`config.mk`:
```
export PLATFORM = sky130hd
export DESIGN_NAME = level_generator
export DESIGN_NICKNAME = d
export VERILOG_FILES = /design/src/rtl/level_generator.sv
export SDC_FILE = /design/constraint.sdc
export NUM_CORES = 1
export LEC_CHECK = 0
export CAP_MARGIN = 20
export CORE_MARGIN = 8
export CORE_UTILIZATION = 40
export DETAILED_ROUTE_END_ITERATION = 8
export DONT_BUFFER_PORTS = 1
export GPL_TIMING_DRIVEN = 0
export PLACE_DENSITY_LB_ADDON = 0.2
export SYNTH_ARGS = -nofsm -noshare
export SYNTH_HDL_FRONTEND = slang
export SYNTH_SLANG_ARGS = --single-unit
```
`constraint.sdc`:
```
create_clock -name clk_in -period 3 [get_ports clk_in]
set_input_delay 0.3 -clock clk_in [delete_from_list [all_inputs] [get_ports clk_in]]
set_output_delay 0.3 -clock clk_in [all_outputs]
set_load 0.01 [all_outputs]
```
`src/rtl/level_generator.sv`:
```
// level_generator: emits a single level pulse lasting duration*TICK_DIV
// clk_in cycles. A local prescaler, cleared on every pulse start, produces the
// duration ticks. The pulse can be cut short by abort, and every pulse
// (including a zero-length one) ends with a one-cycle done strobe.
module level_generator #(
  parameter int              COUNT_BITS = 8,
  parameter longint unsigned TICK_DIV   = 64'd50000000  // legal range 2 .. 2^36-1
) (
  input  logic                  clk_in,
  input  logic                  reset,
  input  logic                  start,
  input  logic [COUNT_BITS-1:0] duration,
  input  logic                  abort,
  output logic                  lv_out,
  output logic                  busy,
  output logic                  done,
  output logic [COUNT_BITS-1:0] remaining
);

  // 36 bits holds TICK_DIV-1 for every legal TICK_DIV.
  localparam int                    PRESC_BITS = 36;
  localparam logic [PRESC_BITS-1:0] PRESC_LAST = PRESC_BITS'(TICK_DIV - 64'd1);

  typedef enum logic [1:0] {
    IDLE   = 2'd0,
    ACTIVE = 2'd1,
    DONE   = 2'd2
  } state_t;

  state_t                  state;
  state_t                  state_next;
  logic [PRESC_BITS-1:0]   presc;
  logic [PRESC_BITS-1:0]   presc_next;
  logic [COUNT_BITS-1:0]   remaining_next;
  logic                    tick;
  logic                    last_tick;
  logic                    busy_next;
  logic                    done_next;

  // Prescaler only advances while a pulse is active, so tick is local to it.
  assign tick      = (state == ACTIVE) && (presc == PRESC_LAST);
  assign last_tick = tick && (remaining == COUNT_BITS'(1));

  // State register plus prescaler, remaining count and registered outputs.
  // NOTE: sequential state is written with <= so every register samples the
  // pre-edge values of its neighbours; = here would create ordering races.
  always_ff @(posedge clk_in or posedge reset) begin
    if (reset) begin
      state     <= IDLE;
      presc     <= '0;
      remaining <= '0;
      lv_out    <= 1'b0;
      busy      <= 1'b0;
      done      <= 1'b0;
    end else begin
      state     <= state_next;
      presc     <= presc_next;
      remaining <= remaining_next;
      lv_out    <= busy_next;
      busy      <= busy_next;
      done      <= done_next;
    end
  end

  // Next-state logic; abort wins over both start and the final tick.
  // NOTE: every always_comb output gets a default on its first line so no
  // path through the case leaves it unassigned, which would infer a latch.
  always_comb begin
    state_next = state;
    case (state)
      IDLE: begin
        if (start && !abort) begin
          state_next = (duration == '0) ? DONE : ACTIVE;
        end
      end
      ACTIVE: begin
        if (abort || last_tick) begin
          state_next = DONE;
        end
      end
      DONE: begin
        state_next = IDLE;
      end
      default: begin
        state_next = IDLE;
      end
    endcase
  end

  // Datapath: prescaler clears on ACTIVE entry, remaining loads/decrements.
  always_comb begin
    presc_next     = '0;
    remaining_next = '0;
    case (state)
      IDLE: begin
        if (state_next == ACTIVE) begin
          remaining_next = duration;
        end
      end
      ACTIVE: begin
        if (state_next == ACTIVE) begin
          presc_next     = tick ? '0 : presc + PRESC_BITS'(1);
          remaining_next = (tick && (remaining != '0))
                           ? remaining - COUNT_BITS'(1)
                           : remaining;
        end
      end
      default: begin
        presc_next     = '0;
        remaining_next = '0;
      end
    endcase
  end

  // Output decode from the next state; the flops make the outputs registered.
  always_comb begin
    busy_next = (state_next == ACTIVE);
    done_next = (state_next == DONE);
  end

endmodule

```
# Word-level counts from Yosys, hierarchy flattened
# Cells that the tools add are included.
# word_totals
ff_bits,48
mem_bits_rw,0
latchBits,0
elab_cells,33
in_bits,12
n_memories,0
mem_bits_ro,0
out_inout_bits,11
# classes
order_cmp,0
shifts,0
reduce_logical,9
bitwise_logic,0
n_mul,0
n_div,0
n_eq_ne,6
mux,11
n_addsub,2
# op_table
op,count
$mux 36,3
$add 36x1->36 const B,1
$eq 36x26->1 const B,1
$mux 8,3
$pmux 8 s2,1
$eq 8x1->1 const B,1
$logic_not 8->1,1
$reduce_bool 8->1,1
$sub 8x1->8 const B,1
$mux 2,3
$eq 2x1->1 const B,2
$logic_and 1x1->1,4
$pmux 2 s2,1
$ne 3x2->1 const B,1
$eq 2x2->1 const B,1
$logic_not 2->1,1
$logic_not 1->1,1
$logic_or 1x1->1,1

# Longest topological paths before layout
# Gate-level depths: netlist of run 1.
# logic_depth
ltp_word,9
ltp_mapped,7
depth_no_buf,6

# Worst setup path before layout of run 1
# OpenSTA, ideal clock, no wires.
# synth_path
kind,register to register
from,register presc[0]
to,register remaining[2]
setup_time_ns,0.094
t_required_ns,2.906
period_less_slack_ns,2.230
stages_incl_launch_ff,8
setup_slack_ns,0.770
arrival_ns,2.136
cell_sequence,dfrtp_1 -> ha_1 -> nand4_1 -> nor4_2 -> nand4_2 -> and2_0 -> buf_1 -> a211oi_1
# synth_between
elab_chain_len,9
word_cells_on_any_way,12
# synth_rtl
element,line_no,rtl
from (decl),32,logic [PRESC_BITS-1:0] presc;
from (signal assigned),57,presc <= presc_next;
$eq 36x26->1 *,41,assign tick = (state == ACTIVE) && (presc == PRESC_LAST);
$logic_and 1x1->1 *,41,
$logic_and 1x1->1,42,assign last_tick = tick && (remaining == COUNT_BITS'(1));
$logic_or 1x1->1,77,if (abort || last_tick) begin
$mux 2,77,
$pmux 2 s2,70,case (state)
$eq 2x1->1,"96, 101",
"$mux 8, on equally long branches","101, 96",
$pmux 8 s2,94,case (state)
to (signal assigned),58,remaining <= remaining_next;
to (decl),17,output logic [COUNT_BITS-1:0] remaining
# Every way passes the cells marked *; elsewhere a longest branch is shown, timed or not.
# A chain may end at the register's enable or synchronous reset.

# Worst setup path in the final report of run 1
# Same ends and word-level chain as after synthesis.

==> flow_summary.yaml, run 1 <==
outcome:
  status: "completed"
finish:
  area_growth_pct: 9.47
  drive_above_1_share: 0.0617
  final_nets: 323
  diodes: 0
synth:
  synth.area.top_cells: "dfrtp_1, xnor2_1, nor2_1"
  ys_types: 44
  synth_fp_nets: 312
  yosysTopAreaCellShare: 0.448
  synth_flop_cell: "dfrtp_1"
  syn-cell-area_um2: 2680
  yosysSeqAreaShare: 0.448
  syn_inst: 296
  synth_top_area_cell: "dfrtp_1"
  async_flop_share: 1.00
  syn_avg_cell_area_um2: 9.06
  synth_edf_count: 0
  yosysWarnings: 0
  ys_ff_latch: 48
pwr:
  powerDensity_nw_per_um2: 494
  power_leakage_nw: 1.09
  swShare: 0.330
  sequentialPowerShare: 0.511
  combinationalPowerShare: 0.200
  power.total_mw: 1.45
  clkPwrFrac: 0.289
  p_int_mw: 0.972
  p_switching_mw: 0.479
  max-vdd-ir-drop_v: 0.000276
grt:
  gr-total-overflow: 0
  grt_pass1_wl_mm: 11.1
  antenna_found_initial: 0
  grtUsageTotal: 0.142
  grt_pass1_vias: 2132
  grt_start_max_net_pins: 29
route:
  drtAntennaViolNets: 0
  drc: 0
  drtPass1Iterations: 4
  drt_iter0_drc: 181
  routed-wl-met2_mm: 2.97
  dr_total_vias: 2275
  via_per_inst: 5.86
  avgRoutedWirePerCell_um: 16.7
  top_layer_used: "met4"
  wl_mm: 6.47
  met3WireLength_um: 388
  wl_met1_mm: 3.04
setup_path:
  worstPathCellList: "ha_1 > nand4_1 > nor4_4 > nand4_2 > and2_0 > buf_1 > a211oi_1"
  path_delay_family: "simple AND/OR/NAND/NOR gates"
  crit_type: "reg2reg"
  cp_data_required_time_ns: 3.22
  worstPathMaxFanout: 10
  critPathSlowestCell: "nor4_4"
  startpoint: "presc[0]"
  max_stage_delay_ns: 0.57
  critPathBufInv: 1
  reg2reg_depth: 7
  ff2ff_setup_slack_ns: 0.21
  cp-end-kind: "flop"
  r2r_end: "remaining[2]"
  cp-start-kind: "flop"
  arrival_ns: 3.01
  reg2reg_from: "presc[0]"
sta:
  rsz0062_at_grt: "false"
  max_freq_mhz: 358
  tightest_slew_ns: 0.869
  period_minus_slack_ns: 2.79
  final.setup.tns_ns: 0
  clock_skew_ns: 0.0185
  relSlewSlack: 0.416
  setup_viol: 0
  final_hold_viol_count: 0
  drv_slew: 0
  min_period_over_period: 0.931
floorplan:
  die_y_um: 97.9
  pin_count: 23
  num_rows: 30
  die_area_um2: 9580
  core_um2: 6640
  die_w_um: 97.9
  initial_utilization: 0.404
clock_network:
  cts_tree: "built"
  clock-root-buffer: "clkbuf_8"
  clkSinkCount: 48
  clk_latency_ns: 0.31
  clk_path_buf_depth: 2
  htree_levels: 2
  cts_inserted_buffers: 5
  clk_pin_slew_ns: 0.10
place:
  hpwl_mm: 4.70
  port_buffers: 0
  gp_congestion: 0.860
min_path:
  min_path_cells: 2
  min_to: "remaining[3]"
  worstHoldPathType: "in2reg"
  hp-start: "duration[3]"
run:
  cap_violations: 0
==> layer usage <==
| layer | up-vias | GRT usage |
|---|---|---|
| li1 | 1102 | - |
| met1 | 1102 | 0.193 |
| met2 | 66 | 0.213 |
| met3 | 5 | 0.0377 |
| met4 | 0 | 0.0456 |
| met5 | - | 0 |
==> how the worst max path moves through the flow <==
stage | end | slack, ns | cells after the start
2_1_floorplan | remaining[2] | 0.77 | 7
3_3_place_gp | remaining[2] | 0.15 | 7
3_5_place_dp | remaining[2] | 0.09 | 7
4_1_cts | remaining[2] | 0.1 | 7
5_1_grt | remaining[2] | 0.005 | 7
6_report | remaining[2] | 0.21 | 7
==> registers in the layout, summed over array words and instances (netlist names) <==
register	cells
done	1
state	2
remaining	8
busy	1
presc	36
==> through the flow <==
stage | utilization | hold slack [ns] | setup slack (ns) | cell area (µm²) | std cells
after floorplan | - | 0.429 | 0.770 | 2680 | 296
after global placement | 0.419 | 0.443 | 0.149 | 2780 | 376
after detailed placement | 0.423 | 0.233 | 0.0945 | 2810 | 378
after CTS | 0.440 | 0.126 | 0.0998 | 2920 | 387
after global routing | 0.442 | 0.139 | 0.00483 | 2940 | 388
final | 0.442 | 0.140 | 0.206 | 2940 | 388
==> Yosys cell counts, types with 2 or more instances <==
cell type	instances
nor4_1	14
xor2_1	7
a22oi_1	2
nand3_1	13
a311oi_1	3
ha_1	4
nand4b_1	2
a21oi_1	10
a31oi_1	4
o211ai_1	7
xnor2_1	18
inv_1	12
nand3b_1	4
and4_1	2
and3_1	6
or3_1	7
nand4_1	10
nor2_1	35
or4_1	9
dfrtp_1	48
nor3_1	7
a32oi_1	3
nand2_1	25
clkbuf_1	10
o21ai_0	12
and2_1	3
a211oi_1	2
==> cell type report <==
class                   count  area, µm²
plain buffers              14       58.8
clock buffers               6       82.6
clock inverters             2       15.0
fillers                   643       3710
inverters                  12       45.0
multi-input cells         222       1390
flip-flops and latches     48       1200
well taps                  80        100
repair buffers              4       47.5
==> placed cells by master (no fill, tap or decap), types with 9 or more instances in the layout <==
cell type  netlist  routed
inv_1           12      11
nand2_1         25      25
nand4_1         10      10
o21ai_0         12      12
nand3_1         13      13
a21oi_1         10      10
dfrtp_1         48      48
clkbuf_1        10      10
nor2_1          35      35
xnor2_1         18      18
nor4_1          14      14
or4_1            9       9
==> logic make-up after synthesis <==
group,synth area share
AND/OR/NAND/NOR,0.300
flip-flops,0.448
AO/OA/AOI/OAI,0.110
buffers and inverters,0.0387
XOR/XNOR,0.0816
adder cells (fa/ha/maj),0.0187
multiplexers,0.00373
==> power groups by stage <==
stage | clock, mW | combinational [mW] | sequential (mW)
2_1_floorplan | 0 | 0.220 | 0.740
3_3_place_gp | 0 | 0.277 | 0.755
3_5_place_dp | 0 | 0.287 | 0.754
4_1_cts | 0.435 | 0.289 | 0.742
5_1_grt | 0.464 | 0.331 | 0.749
6_report | 0.419 | 0.290 | 0.742
==> what timing repair did <==
item | in CTS | in global routing
setup endpoints to repair | 0 | 17
buffers inserted | 0 | 1
resized for setup | 0 | 1
hold buffers | 1 | 0
hold endpoints to repair | 20 | 0
==> worst register-to-register path, stage by stage, from the launching register on <==
cell      delay, ns
dfrtp_1        0.40
ha_1           0.22
nand4_1        0.46
nor4_4         0.58
nand4_2        0.31
and2_0         0.26
buf_1          0.21
a211oi_1       0.28
No activity file was read; power rests on OpenSTA's default activity.
==> run 2, diff against run 1 <==
CAP_MARGIN = 40   (was 20)
==> run 2 against run 1 <==
Effect of this change: sequential power about the same; routed wire length down 0.54%; flip-flop and latch count unchanged; cell count down 0.26%; register-to-register slack better by 0.03 ns.
==> flow_summary.yaml, run 2 (synthesis results as in run 1) <==
finish:
  final_cell_mix: "dfrtp_1, nor2_1, nand2_1"
  largest_register_ffs: 36
  final_nets: 322
  top_register: "presc"
  diodes: 0
  layout_commonest_cell: "dfrtp_1"
  fillers: 632
  top_regs: "presc: 36 flops, remaining: 8 flops, state: 2 flops"
  area_growth_pct: 9.89
  drive_above_1_share: 0.0586
floorplan:
  core_um2: 6640
  num_rows: 30
  die_area_um2: 9580
  initial_utilization: 0.404
  pin_count: 23
  die_w_um: 97.9
  die_y_um: 97.9
min_path:
  min_to: "remaining[3]"
  hp-start: "duration[3]"
  min_path_cells: 2
  worstHoldPathType: "in2reg"
setup_path:
  cp-end-kind: "flop"
  critPathBufInv: 1
  cp_data_required_time_ns: 3.22
  r2r_end: "remaining[2]"
  ff2ff_setup_slack_ns: 0.24
  worstPathMaxFanout: 10
  reg2reg_depth: 7
  reg2reg_from: "presc[0]"
  path_delay_family: "simple AND/OR/NAND/NOR gates"
  critPathSlowestCell: "nor4_4"
  max_stage_delay_ns: 0.57
  cp-start-kind: "flop"
  worstPathCellList: "ha_1 > nand4_1 > nor4_4 > nand4_2 > and2_0 > buf_1 > a211oi_1"
  crit_type: "reg2reg"
  arrival_ns: 2.98
sta:
  clock_skew_ns: 0.0136
  setup_viol: 0
  min_period_over_period: 0.920
  fin_ws_ns: 0.240
  relSlewSlack: 0.406
  tightest_slew_ns: 0.879
  period_minus_slack_ns: 2.76
  final_hold_viol_count: 0
  drv_slew: 0
  max_freq_mhz: 362
  final.setup.tns_ns: 0
  rsz0062_at_grt: "false"
pwr:
  clkPwrFrac: 0.326
  sequentialPowerShare: 0.485
  combinationalPowerShare: 0.189
  max-vdd-ir-drop_v: 0.000251
  powerDensity_nw_per_um2: 519
  swShare: 0.309
  p_int_mw: 1.06
  p_switching_mw: 0.473
  power_leakage_nw: 1.11
route:
  drt_iter0_drc: 128
  wl_met1_mm: 3.03
  dr_total_vias: 2298
  routed-wl-met2_mm: 2.97
  avgRoutedWirePerCell_um: 16.6
  drtAntennaViolNets: 0
  wl_mm: 6.44
  via_per_inst: 5.94
  drc: 0
  drtPass1Iterations: 4
  top_layer_used: "met4"
  met3WireLength_um: 369
clock_network:
  postCtsSetupBuffers: 0
  clock-root-buffer: "clkbuf_8"
  cts_inserted_buffers: 5
  clk_path_buf_depth: 2
  htree_levels: 2
  clk_latency_ns: 0.31
  clk_pin_slew_ns: 0.10
  clkSinkCount: 48
  cts_tree: "built"
run:
  cap_violations: 0
grt:
  grtUsageTotal: 0.138
  antenna_found_initial: 0
  grt_pass1_wl_mm: 10.8
  grt_start_max_net_pins: 29
  gr-total-overflow: 0
  grt_pass1_vias: 2190
place:
  gp_congestion: 0.860
  pre_cts_ws_ns: 0.106
  port_buffers: 0
  hpwl_mm: 4.72
outcome:
  status: "completed"
-- run 2: power by group through the flow --
stage / Combinational, mW / Clock [mW] / Sequential [mW]
floorplan: 0.220 / 0 / 0.740
global placement: 0.277 / 0 / 0.755
detailed placement: 0.285 / 0 / 0.754
CTS: 0.287 / 0.514 / 0.742
global route: 0.329 / 0.536 / 0.749
finish: 0.289 / 0.499 / 0.742
-- run 2: timing repair --
action | 4_1_cts | 5_1_grt
resized for setup | 0 | 1
hold buffers | 1 | 0
hold endpoints to repair | 20 | 0
endpoints found under the setup margin | 0 | 22
-- run 2: per-layer routing --
metal,global-route usage,vias to the layer above
met2,0.212,70
met1,0.182,1124
met3,0.0370,7
met5,0,-
li1,-,1097
met4,0.0492,0
-- run 2: worst max-delay path by stage --
stage | start | end | slack [ns] | depth (start not counted)
after CTS | presc[0] | remaining[2] | 0.10 | 7
after detailed placement | presc[0] | remaining[2] | 0.11 | 7
after floorplan | presc[0] | remaining[2] | 0.77 | 7
after global placement | presc[0] | remaining[2] | 0.15 | 7
final | presc[0] | remaining[2] | 0.24 | 7
after global routing | presc[0] | remaining[4] | 0.02 | 6
-- run 2: cell type report --
| class | instances | area (µm²) | area share |
|---|---|---|---|
| sequential | 48 | 1200 | 0.407 |
| timing repair buffer | 3 | 35.0 | 0.0119 |
| multi-input combinational | 222 | 1390 | 0.470 |
| tap | 80 | 100 | 0.0340 |
| buffer | 14 | 58.8 | 0.0199 |
| clock inverter | 2 | 38.8 | 0.0132 |
| inverter | 12 | 45.0 | 0.0153 |
| clock buffer | 6 | 82.6 | 0.0280 |
-- run 2: through the flow --
stage	hold slack [ns]	cells	instance area [µm²]	power (mW)	util
finish	0.129	387	2950	1.53	0.444
global route	0.135	387	2950	1.61	0.444
CTS	0.126	387	2940	1.54	0.442
detailed placement	0.229	378	2810	1.04	0.423
global placement	0.443	376	2780	1.03	0.419
floorplan	0.429	296	2680	0.960	-
-- run 2: worst reg2reg max path: stages, from the launching register on --
cell	delay, ns
dfrtp_1	0.39
ha_1	0.21
nand4_1	0.46
nor4_4	0.57
nand4_2	0.32
and2_0	0.26
buf_1	0.20
a211oi_1	0.27
